--- src/rtl/dmem_arbiter_pkg.sv ---
// dmem_arbiter_pkg: shared state encodings and port IDs for the data-memory arbiter
package dmem_arbiter_pkg;
   typedef enum logic [1:0] {
      ARB_IDLE  = 2'd0,
      ARB_ISSUE = 2'd1,
      ARB_WAIT  = 2'd2,
      ARB_RESP  = 2'd3
   } arb_state_t;
   localparam logic ARB_PORT_M = 1'b0;
   localparam logic ARB_PORT_D = 1'b1;
   localparam logic [3:0] STARVE_SAT = 4'hF;
endpackage

--- src/rtl/dmem_arb_pick.sv ---
// dmem_arb_pick: M-priority winner select with a starvation counter that forces D through
module dmem_arb_pick
   import dmem_arbiter_pkg::*;
#(
   parameter int STARVE_MAX = 4
) (
   input  logic clk_i,
   input  logic rst_n_i,
   input  logic m_req,
   input  logic d_req,
   input  logic idle,
   output logic grant_m,
   output logic grant_d
);
   logic [3:0] starve_cnt;
   assign grant_d = idle && d_req && (!m_req || starve_cnt >= 4'(STARVE_MAX));
   assign grant_m = idle && m_req && !grant_d;
   always_ff @(posedge clk_i or negedge rst_n_i)
      if (!rst_n_i) starve_cnt <= '0;
      else if (idle) begin
         if (grant_d || !d_req) starve_cnt <= '0;
         else if (grant_m && starve_cnt != STARVE_SAT) starve_cnt <= starve_cnt + 4'd1;
      end
endmodule

--- src/rtl/dmem_arbiter.sv ---
// dmem_arbiter: shares the single-port data RAM between the memory stage (M) and the debug port (D),
// one transaction at a time: grant, one-cycle strobe, read-latency wait, completion pulse.
module dmem_arbiter
   import dmem_arbiter_pkg::*;
#(
   parameter int ADDR_W     = 64,
   parameter int DATA_W     = 64,
   parameter int RD_LAT     = 0,
   parameter int STARVE_MAX = 4
) (
   input  logic              clk_i,
   input  logic              rst_n_i,
   input  logic              m_req_i,
   input  logic              m_we_i,
   input  logic [ADDR_W-1:0] m_addr_i,
   input  logic [DATA_W-1:0] m_wdata_i,
   output logic              m_gnt_o,
   output logic              m_done_o,
   output logic [DATA_W-1:0] m_rdata_o,
   output logic              m_err_o,
   input  logic              d_req_i,
   input  logic              d_we_i,
   input  logic [ADDR_W-1:0] d_addr_i,
   input  logic [DATA_W-1:0] d_wdata_i,
   output logic              d_gnt_o,
   output logic              d_done_o,
   output logic [DATA_W-1:0] d_rdata_o,
   output logic              d_err_o,
   output logic              ram_read_en_o,
   output logic              ram_write_en_o,
   output logic [ADDR_W-1:0] ram_addr_o,
   output logic [DATA_W-1:0] ram_wdata_o,
   input  logic [DATA_W-1:0] ram_rdata_i,
   input  logic              ram_err_i,
   output logic              busy_o
);
   arb_state_t        state;
   logic              owner;
   logic              we;
   logic [ADDR_W-1:0] addr;
   logic [DATA_W-1:0] wdata;
   logic [DATA_W-1:0] samp_rdata;
   logic              samp_err;
   logic [2:0]        wcnt;
   logic              idle;
   logic              grant_m;
   logic              grant_d;
   logic              issue;
   logic              resp;

   assign idle  = state == ARB_IDLE;
   assign issue = state == ARB_ISSUE;
   assign resp  = state == ARB_RESP;

   dmem_arb_pick #(.STARVE_MAX(STARVE_MAX)) u_pick (
      .clk_i   (clk_i),
      .rst_n_i (rst_n_i),
      .m_req   (m_req_i),
      .d_req   (d_req_i),
      .idle    (idle),
      .grant_m (grant_m),
      .grant_d (grant_d)
   );

   always_ff @(posedge clk_i or negedge rst_n_i)
      if (!rst_n_i) begin
         state      <= ARB_IDLE;
         owner      <= ARB_PORT_M;
         we         <= 1'b0;
         addr       <= '0;
         wdata      <= '0;
         samp_rdata <= '0;
         samp_err   <= 1'b0;
         wcnt       <= '0;
      end else
         case (state)
            ARB_IDLE:
               if (grant_m || grant_d) begin
                  owner <= grant_d ? ARB_PORT_D : ARB_PORT_M;
                  we    <= grant_d ? d_we_i : m_we_i;
                  addr  <= grant_d ? d_addr_i : m_addr_i;
                  wdata <= grant_d ? d_wdata_i : m_wdata_i;
                  state <= ARB_ISSUE;
               end
            ARB_ISSUE:
               if (we || RD_LAT == 0) begin
                  samp_rdata <= we ? '0 : ram_rdata_i;
                  samp_err   <= ram_err_i;
                  state      <= ARB_RESP;
               end else begin
                  wcnt  <= 3'(RD_LAT);
                  state <= ARB_WAIT;
               end
            ARB_WAIT:
               if (wcnt == 3'd1) begin
                  samp_rdata <= ram_rdata_i;
                  samp_err   <= ram_err_i;
                  state      <= ARB_RESP;
               end else wcnt <= wcnt - 3'd1;
            default: state <= ARB_IDLE;
         endcase

   // Strobes and completion are decoded from registered state only, so reset drops them at once.
   assign m_gnt_o        = grant_m;
   assign d_gnt_o        = grant_d;
   assign ram_read_en_o  = issue && !we;
   assign ram_write_en_o = issue && we;
   assign ram_addr_o     = idle ? '0 : addr;
   assign ram_wdata_o    = idle ? '0 : wdata;
   assign m_done_o       = resp && owner == ARB_PORT_M;
   assign d_done_o       = resp && owner == ARB_PORT_D;
   assign m_rdata_o      = m_done_o ? samp_rdata : '0;
   assign d_rdata_o      = d_done_o ? samp_rdata : '0;
   assign m_err_o        = m_done_o && samp_err;
   assign d_err_o        = d_done_o && samp_err;
   assign busy_o         = !idle;
endmodule

--- config.mk ---
export PLATFORM = sky130hd
export DESIGN_NAME = dmem_arbiter
export DESIGN_NICKNAME = d
export VERILOG_FILES = /design/src/rtl/dmem_arbiter_pkg.sv /design/src/rtl/dmem_arb_pick.sv /design/src/rtl/dmem_arbiter.sv
export SDC_FILE = /design/constraint.sdc
export NUM_CORES = 1
export LEC_CHECK = 0
export CORE_AREA = 2 2 233 235
export CTS_CLUSTER_DIAMETER = 30
export DETAILED_ROUTE_END_ITERATION = 6
export DIE_AREA = 0 0 235 237
export PLACE_DENSITY_LB_ADDON = 0.2
export SYNTH_ARGS = -nofsm -noshare
export SYNTH_HDL_FRONTEND = slang
export SYNTH_HIERARCHICAL = 1
export SYNTH_SLANG_ARGS = --single-unit
--- constraint.sdc ---
create_clock -name clk_i -period 2.3 [get_ports clk_i]
set_clock_uncertainty 0.15 [all_clocks]
set_input_delay 0.46 -clock clk_i [delete_from_list [all_inputs] [get_ports clk_i]]
set_output_delay 0.46 -clock clk_i [all_outputs]
set_load 0.01 [all_outputs]
==> results by stage, run 1 <==
Drt:
- The overall routed net length is 49200 um.
- After detailed routing, the number of vias per cell comes to 4.14.
- In this run the remaining antenna-violating nets after routing total 0.
- After detailed routing, the average wire length per cell comes to 18.7 um.
- The DRC violation count after routing is 0.
- The first-iteration detailed-routing DRC count is 421.
- The routed via count is 10892.
- The pre-antenna-repair detailed-routing pass consisted of 4 iterations.

Cells and area:
- From synthesis to final layout, the design area changed by 94.4%.
- Across the whole layout, storage elements account for 5100 um2.
- The layout has 5291 filler cells.
- The repair_antennas step left the layout with diodes totalling 0.
- The multi-input combinational cell area is 5970 um2.
- The proportion of layout cells with a drive suffix above 1 is 0.337.
- The number of nets in the final layout is 2222.
- The finished layout holds 2633 standard cells, fillers aside.

Placed design:
- The HPWL after detailed placement is 34100 um.
- The congestion estimate from routability-driven global placement came to 0.792.
- During placement, the flow inserted port buffers numbering 591.
- The worst setup timing slack at the placement stage is -0.221 ns.
- The number of placed instances, taps included is 2460.

STA:
- The transition time of the tightest slew-check pin is 0.613 ns.
- For this run, the top clock speed supported by timing is 377 MHz.
- The tightest hold path in the finished design has a slack of 0.283 ns.
- The final max-slew violation count is 0.
- Dividing the final minimum period by the clock period gives 1.15.
- The worst pin sits at a relative slew slack of 0.591.
- Across all setup checks in the final design, the least slack found is -0.349 ns.
- The clock period minus final worst setup slack is 2.65 ns.
- Setup repair after global routing could not meet its margin everywhere.
- Setup violations remaining at the end of the flow were counted as 394.
- The number of failing hold endpoints at the final stage is 0.

Die:
- The floorplan has 85 rows.
- The area enclosed by the die boundary is 55700 um2.
- The vertical die dimension is 237 um.
- The count of pins on the block boundary is 592.
- The initial utilization of the core area, before any placement, comes to 0.210.
- In this run the standard cell core region covers 53300 um2.
- The die span in x is 235 um.

Clocking:
- At the later pin of the worst-skew pair, clock insertion delay measures 0.58 ns.
- The clock tree buffer depth is 3.
- Counting every sink on the clock net gives 204.
- TritonCTS built the clock tree.
- Clock tree synthesis selected as its root buffer the cell sky130_fd_sc_hd__clkbuf_16.
- The maximum level of the CTS H-tree is 2.
- Clock-pin slew was measured on the worst setup and hold paths at 0.05 ns.
- The total CTS buffers is 58.

Min path:
- The depth of the worst hold-timing path is 3.
- In this run the most critical hold path is launched from ram_rdata_i[2].
- For hold timing, the worst endpoint is samp_rdata[2]$_DFFE_PN0P_.
- The min-delay analysis places its worst path in the category in -> reg.

Setup path:
- The worst setup path is of the reg -> out kind.
- The worst flop-to-flop path startpoint is state[0]$_DFFE_PN0P_.
- Of all nets on the critical path, the largest fanout is 6.
- For the worst setup path, the data arrival time is 2.04 ns.
- The worst setup path is captured at a primary output.
- In this run the register-to-register setup slack is -0.21 ns.
- The data required time at the worst endpoint is 1.69 ns.
- The worst register-to-register path ends at addr[51]$_DFFE_PN0P_.
- The worst setup path is launched from a flop.
- The number of cell instances on the worst register-to-register path is 12.

GRT:
- Across every metal layer, demand over resource in global routing totals 0.158.
- The global-route congestion overflow total is 0.
- Entering global routing, the biggest net connects 68 pins.
- The wire length of the first global-routing pass is 67800 um.
- The number of antenna violations at the first check in global routing is 0.
- The via count of the first global-routing pass came to 11261.

Logic synthesis:
- The biggest area contributor in the post-synthesis netlist is sky130_fd_sc_hd__dfrtp_1.
- The count of cell types in the netlist is 29.
- The per-instance average area after synthesis is 9.45 um2.
- The sequential cell area fraction in the yosys report is 0.457.
- The count of warnings emitted by yosys is 6.
- The portion of synthesized cell area occupied by the leading cell type is 0.457.
- The cell area after synthesis is 11200 um2.
- In this run, synthesis produced a sequential element count of 204.
- The number of nets produced by synthesis is 1516.
- Yosys attributes the largest share of cell area to sky130_fd_sc_hd__dfrtp_1 46%, sky130_fd_sc_hd__mux2i_1 17%, sky130_fd_sc_hd__nor2b_1 7.2%.
- The number of instances in the synthesized netlist is 1182.

Run:
- Max-cap violations in this run came to 0.

Run status:
- The flow ran to the end, but the final reports show violations.
- The checks that failed: negative setup slack.

Power:
- The maximum ir drop on the vdd rail is 0.000727 V.
- The overall power after layout is 0.0298 W.
- Summed over all cells, the static leakage comes to 10.4 nW.
- The power density relative to cell area is 1370 nW/um2.
[worst max-delay path by stage]
stage / from / slack [ns] / endpoint / depth (start not counted)
6_report: state[0]$_DFFE_PN0P_ / -0.35 / m_rdata_o[8] / 6
3_3_place_gp: state[0]$_DFFE_PN0P_ / -0.21 / ram_addr_o[39] / 5
2_1_floorplan: state[0]$_DFFE_PN0P_ / 0.06 / addr[0]$_DFFE_PN0P_ / 9
5_1_grt: state[0]$_DFFE_PN0P_ / -0.49 / ram_wdata_o[46] / 8
3_5_place_dp: state[0]$_DFFE_PN0P_ / -0.22 / addr[50]$_DFFE_PN0P_ / 9
4_1_cts: state[1]$_DFFE_PN0P_ / -0.60 / d_rdata_o[39] / 4
[final cells by class]
type | instances | area share
clock buffer | 80 | 0.0781
clock inverter | 29 | 0.0202
inverter | 72 | 0.0127
multi-input combinational | 814 | 0.275
sequential | 204 | 0.235
tap | 696 | 0.0401
timing repair buffer | 738 | 0.339
[flip-flops by register name, indices dropped and copies added, names as in the netlist]
name and count:
samp_err 1, we 1, u_pick/starve_cnt 4, samp_rdata 64, wcnt 3, state 2, wdata 64, owner 1
addr 64
[cell families (layout without fill, tap and decap cells)]
family | Yosys count | in the layout | share of synthesized area
buffers and inverters | 164 | 919 | 0.0711
flip-flops | 204 | 204 | 0.457
AND/OR/NAND/NOR | 470 | 470 | 0.221
XOR/XNOR | 2 | 2 | 0.00157
AO/OA/AOI/OAI | 137 | 137 | 0.0632
adder cells (fa/ha/maj) | 7 | 7 | 0.00784
multiplexers | 198 | 198 | 0.178
[cell usage after synthesis]
library cell and number:
sky130_fd_sc_hd__mux2i_1 195, sky130_fd_sc_hd__mux2_4 1, sky130_fd_sc_hd__a22oi_1 1, sky130_fd_sc_hd__o21ai_1 36, sky130_fd_sc_hd__nand2b_4 1, sky130_fd_sc_hd__mux2_2 2
sky130_fd_sc_hd__and2b_1 1, sky130_fd_sc_hd__xnor2_1 2, sky130_fd_sc_hd__and3_1 66, sky130_fd_sc_hd__o21ai_4 1, sky130_fd_sc_hd__o21ai_0 95, sky130_fd_sc_hd__nand4bb_4 1
sky130_fd_sc_hd__o22ai_1 2, sky130_fd_sc_hd__buf_1 1, sky130_fd_sc_hd__ha_1 7, sky130_fd_sc_hd__nor2b_1 129, sky130_fd_sc_hd__a22o_1 1, sky130_fd_sc_hd__nor2_1 3
sky130_fd_sc_hd__buf_4 6, sky130_fd_sc_hd__dfrtp_1 204, sky130_fd_sc_hd__buf_2 16, sky130_fd_sc_hd__nand3_1 1, sky130_fd_sc_hd__buf_6 18, sky130_fd_sc_hd__and2_1 67
sky130_fd_sc_hd__a21oi_1 1, sky130_fd_sc_hd__clkbuf_1 51, sky130_fd_sc_hd__inv_1 72, sky130_fd_sc_hd__nand2b_1 3, sky130_fd_sc_hd__nand2_1 198
[per-layer routing]
metal  part of all wire  global-route usage
met4              0.029              0.0479
met3              0.080              0.0543
met1               0.40               0.186
met5                  0                   0
met2               0.49               0.272
[repair_timing]
action | 4_1_cts | 5_1_grt
setup endpoints to repair | 395 | 395
pin swaps | 10 | 12
endpoints found under the hold margin | 52 | 0
gates resized for setup | 351 | 941
cloned | 2 | 20
hold buffers | 1 | 0
setup buffers | 14 | 32
[cell usage in the layout (no fill, tap or decap), types with 7 or more instances in the layout]
master,synthesis,layout
sky130_fd_sc_hd__clkbuf_16,0,70
sky130_fd_sc_hd__buf_6,18,141
sky130_fd_sc_hd__buf_4,6,82
sky130_fd_sc_hd__clkbuf_8,0,16
sky130_fd_sc_hd__and3_4,0,47
sky130_fd_sc_hd__and2_1,67,30
sky130_fd_sc_hd__nor2b_2,0,19
sky130_fd_sc_hd__buf_12,0,27
sky130_fd_sc_hd__nor2b_1,129,76
sky130_fd_sc_hd__buf_8,0,17
sky130_fd_sc_hd__and3_1,66,19
sky130_fd_sc_hd__clkbuf_2,0,36
sky130_fd_sc_hd__o21ai_0,95,90
sky130_fd_sc_hd__inv_1,72,68
sky130_fd_sc_hd__dlymetal6s2s_1,0,7
sky130_fd_sc_hd__and2_4,0,37
sky130_fd_sc_hd__mux2i_1,195,194
sky130_fd_sc_hd__o21ai_1,36,41
sky130_fd_sc_hd__dfrtp_1,204,204
sky130_fd_sc_hd__nand2_1,198,198
sky130_fd_sc_hd__clkdlybuf4s50_1,0,325
sky130_fd_sc_hd__clkinv_2,0,15
sky130_fd_sc_hd__bufinv_16,0,11
sky130_fd_sc_hd__nor2b_4,0,34
sky130_fd_sc_hd__buf_2,16,77
sky130_fd_sc_hd__dlygate4sd2_1,0,12
[worst max-delay path, stage by stage (launching register included)]
cell and delay (ns):
sky130_fd_sc_hd__dfrtp_1 0.43, sky130_fd_sc_hd__ha_4 0.22, sky130_fd_sc_hd__and2b_4 0.25, sky130_fd_sc_hd__buf_6 0.16, sky130_fd_sc_hd__buf_8 0.14, sky130_fd_sc_hd__and2_1 0.12, sky130_fd_sc_hd__buf_2 0.13
[per-stage QoR]
stage,area [um2],TNS [ns],util
after detailed placement,18300,-23.70,0.344
final,21700,-71.56,0.407
after global placement,18300,-20.04,0.344
after CTS,20400,-120.18,0.384
after global routing,21700,-119.34,0.407
after floorplan,11200,0,-
[where the power goes]
part,total (W),switching (W),internal [W]
logic,0.0145,0.00680,0.00768
clock network,0.00864,0.00236,0.00629
registers,0.00663,0.00121,0.00542
Note: power is estimated with default switching activity, not from simulation.
==> run 2, diff against run 1 <==
- ABC_CLOCK_PERIOD_IN_PS: not set -> 2800
- CORE_AREA: 2 2 233 235 -> 2 2 228 230
- DIE_AREA: 0 0 235 237 -> 0 0 230 232
- clock period: 2.3 -> 2.8 ns (I/O delays scaled with it)
==> results by stage, run 2 (synthesis gave the netlist of run 1 again) <==
Cells and area:
- The number of nets in the final layout is 2153 (was 2222).
- The proportion of layout cells with a drive suffix above 1 is 0.175 (was 0.337).
- The count of filler cells inserted in the layout came to 5097 (was 5291).
- Commonest cells after routing, fill and taps aside: 326 x sky130_fd_sc_hd__clkdlybuf4s50_1, 204 x sky130_fd_sc_hd__dfrtp_1, 198 x sky130_fd_sc_hd__nand2_1, 195 x sky130_fd_sc_hd__mux2i_1, 124 x sky130_fd_sc_hd__nor2b_1 (was 325 x sky130_fd_sc_hd__clkdlybuf4s50_1, 204 x sky130_fd_sc_hd__dfrtp_1, 198 x sky130_fd_sc_hd__nand2_1, 194 x sky130_fd_sc_hd__mux2i_1, 141 x sky130_fd_sc_hd__buf_6).
- The design area is 20200 um2 (was 21700 um2).
- The count of placed standard cells in the final layout, fillers left out is 2551 (was 2633).
- Largest registers: addr: 64 flops, samp_rdata: 64 flops, wdata: 64 flops (unchanged).
- The leading cell type in the layout, fill and taps excluded is sky130_fd_sc_hd__clkdlybuf4s50_1 (unchanged).
- The layout overhead on the synthesized area came to 81.2% (was 94.4%).

Run status:
- Violated checks: negative setup slack (unchanged).
- Outcome: finished, violations left (unchanged).

STA:
- Setup repair after global routing missed its margin: true (unchanged).
- The hold slack is 0.313 ns (was 0.283 ns).
- The number of failing hold endpoints at the final stage is 0 (unchanged).
- Of the available clock period, the critical path in the final layout requires 1.03.
- The tightest slew margin relative to the limit came to 0.630 (was 0.591).
- The post-layout worst setup margin is -0.0904 ns (was -0.349 ns).
- The clock period minus final worst setup slack is 2.89 ns.
- The highest clock rate is 346 MHz.
- The final max-slew violation count is 0 (unchanged).
- The transition time of the tightest slew-check pin is 0.555 ns (was 0.613 ns).
- The total setup violations reported at the end of the flow was 18 (was 394).

GRT:
- The via count of the first global-routing pass is 11192 (was 11261).
- The overall routing resource usage is 0.168 (was 0.158).
- The global-route congestion overflow total is 0 (unchanged).
- The number of antenna violations at the first check in global routing was 4 (was 0).
- The met3 capacity usage during global routing was 0.0575 (was 0.0543).
- The largest net degree at the start of global routing is 68 (unchanged).
- The met1 usage came to 0.196 (was 0.186).
- The wire length of the first global-routing pass came to 68300 um (was 67800 um).
- The global-route met2 utilization is 0.291 (was 0.272).
- The most heavily used metal layer in global routing is met2 (unchanged).

Placed design:
- The number of placed instances, taps included is 2405 (was 2460).
- The HPWL after detailed placement is 33600 um (was 34100 um).
- The count of input and output buffers is 591 (unchanged).
- The post-placement cell area was 18000 um2 (was 18300 um2).
- The final RePlAce weighted congestion is 0.842 (was 0.792).

Clocking:
- The root cell of the clock tree is sky130_fd_sc_hd__clkbuf_16 (unchanged).
- The CTS tree was yes (unchanged).
- The maximum level of the CTS H-tree was 2 (unchanged).
- The total number of clock tree sinks is 204 (unchanged).
- The clock tree buffer depth came to 3 (unchanged).
- The clock-pin transition on the worst setup and hold timing paths is 0.04 ns (was 0.05 ns).
- The later-pin clock latency in the skew report was 0.58 ns (about the same).
- The total CTS buffers is 60 (was 58).

Run:
- The number of max-cap violations was 0 (unchanged).

Power:
- The maximum ir drop on the vdd rail is 0.000559 V (was 0.000727 V).
- The power density relative to cell area is 1130 nW/um2 (was 1370 nW/um2).
- The leakage power of the design came to 10.0 nW (was 10.4 nW).

Die:
- The count of pins on the block boundary came to 592 (unchanged).
- The vertical die dimension is 232 um (was 237 um).
- The core footprint is 50900 um2 (was 53300 um2).
- The die span in x is 230 um (was 235 um).
- The area enclosed by the die boundary is 53400 um2 (was 55700 um2).
- The row count is 83 (was 85).
- The effective utilization at floorplan is 0.219 (was 0.210).

Drt:
- The number of nets with antenna violations after detailed routing is 0 (unchanged).
- The total iterations of the first detailed-routing run was 4 (unchanged).
- The first-iteration detailed-routing DRC count is 444 (was 421).
- The DRC violation count after routing came to 0 (unchanged).
- The routed via count was 10625 (was 10892).
- The overall routed net length is 46600 um (was 49200 um).
- The average wire length per cell after detail routing was 18.3 um (was 18.7 um).
- The via density per instance came to 4.17 (was 4.14).

Setup path:
- The data required time at the worst endpoint is 2.09 ns (was 1.69 ns).
- The maximum net fanout on the critical path was 8 (was 6).
- The kind of critical path is reg -> out (unchanged).
- The sort of element at the end of the critical path is a primary output (unchanged).
- The sort of element at the start of the critical path is a flop (unchanged).
- The arrival time of data at the critical path endpoint is 2.18 ns (was 2.04 ns).

Min path:
- The classification of the worst-slack hold path is reg -> reg (was in -> reg).
[run 2: timing repair]
action	in CTS	in global routing
cloned	8	2
setup endpoints to repair	264	196
resized for setup	410	221
pin swaps	3	2
setup buffers	18	6
hold buffers	1	0
hold endpoints to repair	57	0
[run 2: layer usage]
metal / routed length [um] / vias up / part of all wire
met5: 38 / - / 0.00082
met2: 22700 / 453 / 0.49
li1: - / 5157 / -
met1: 18800 / 4932 / 0.40
met3: 3950 / 77 / 0.085
met4: 1120 / 6 / 0.024
[run 2: worst max-delay path, cell delays in order (launching register included)]
cell and delay, ns:
sky130_fd_sc_hd__dfrtp_1 0.40, sky130_fd_sc_hd__buf_4 0.15, sky130_fd_sc_hd__ha_4 0.16, sky130_fd_sc_hd__and2b_4 0.19
sky130_fd_sc_hd__buf_6 0.12, sky130_fd_sc_hd__buf_8 0.13, sky130_fd_sc_hd__buf_16 0.15, sky130_fd_sc_hd__and2_1 0.16
sky130_fd_sc_hd__buf_2 0.14
[run 2: stage by stage]
stage | worst slack [ns] | utilization | setup TNS (ns) | total power (W)
after floorplan | 0.445 | - | 0 | 0.0101
after global placement | 0.121 | 0.353 | 0 | 0.0152
after detailed placement | 0.129 | 0.353 | 0 | 0.0154
after CTS | -0.268 | 0.401 | -7.88 | 0.0231
after global routing | -0.147 | 0.398 | -3.13 | 0.0242
final | -0.0904 | 0.398 | -0.957 | 0.0228
[run 2: where the power goes]
| part | total (W) | switching [W] | internal, W |
|---|---|---|---|
| sequential | 0.00536 | 0.000911 | 0.00445 |
| combinational | 0.00978 | 0.00500 | 0.00478 |
| clock | 0.00763 | 0.00201 | 0.00563 |
[run 2: worst paths after layout]
kind,to,cells past startpoint,startpoint,slack (ns)
max,m_rdata_o[8],8,state[0]$_DFFE_PN0P_,-0.09
min,wdata[3]$_DFFE_PN0P_,2,wdata[3]$_DFFE_PN0P_,0.31
max reg2reg,addr[55]$_DFFE_PN0P_,9,state[0]$_DFFE_PN0P_,0.38
min reg2reg,wdata[3]$_DFFE_PN0P_,2,wdata[3]$_DFFE_PN0P_,0.31
max in group asynchronous,addr[40]$_DFFE_PN0P_,3,rst_n_i,1.31
min in group asynchronous,samp_rdata[22]$_DFFE_PN0P_,2,rst_n_i,0.38
[run 2: layout make-up]
cell class,count,area [um2],area share
diodes,1,2.50,0.000124
repair buffers,667,6370,0.315
inverters,72,270,0.0134
well taps,680,851,0.0421
clock buffers,77,1680,0.0829
clock inverters,36,601,0.0297
multi-input cells,814,5360,0.265
flip-flops and latches,204,5100,0.252
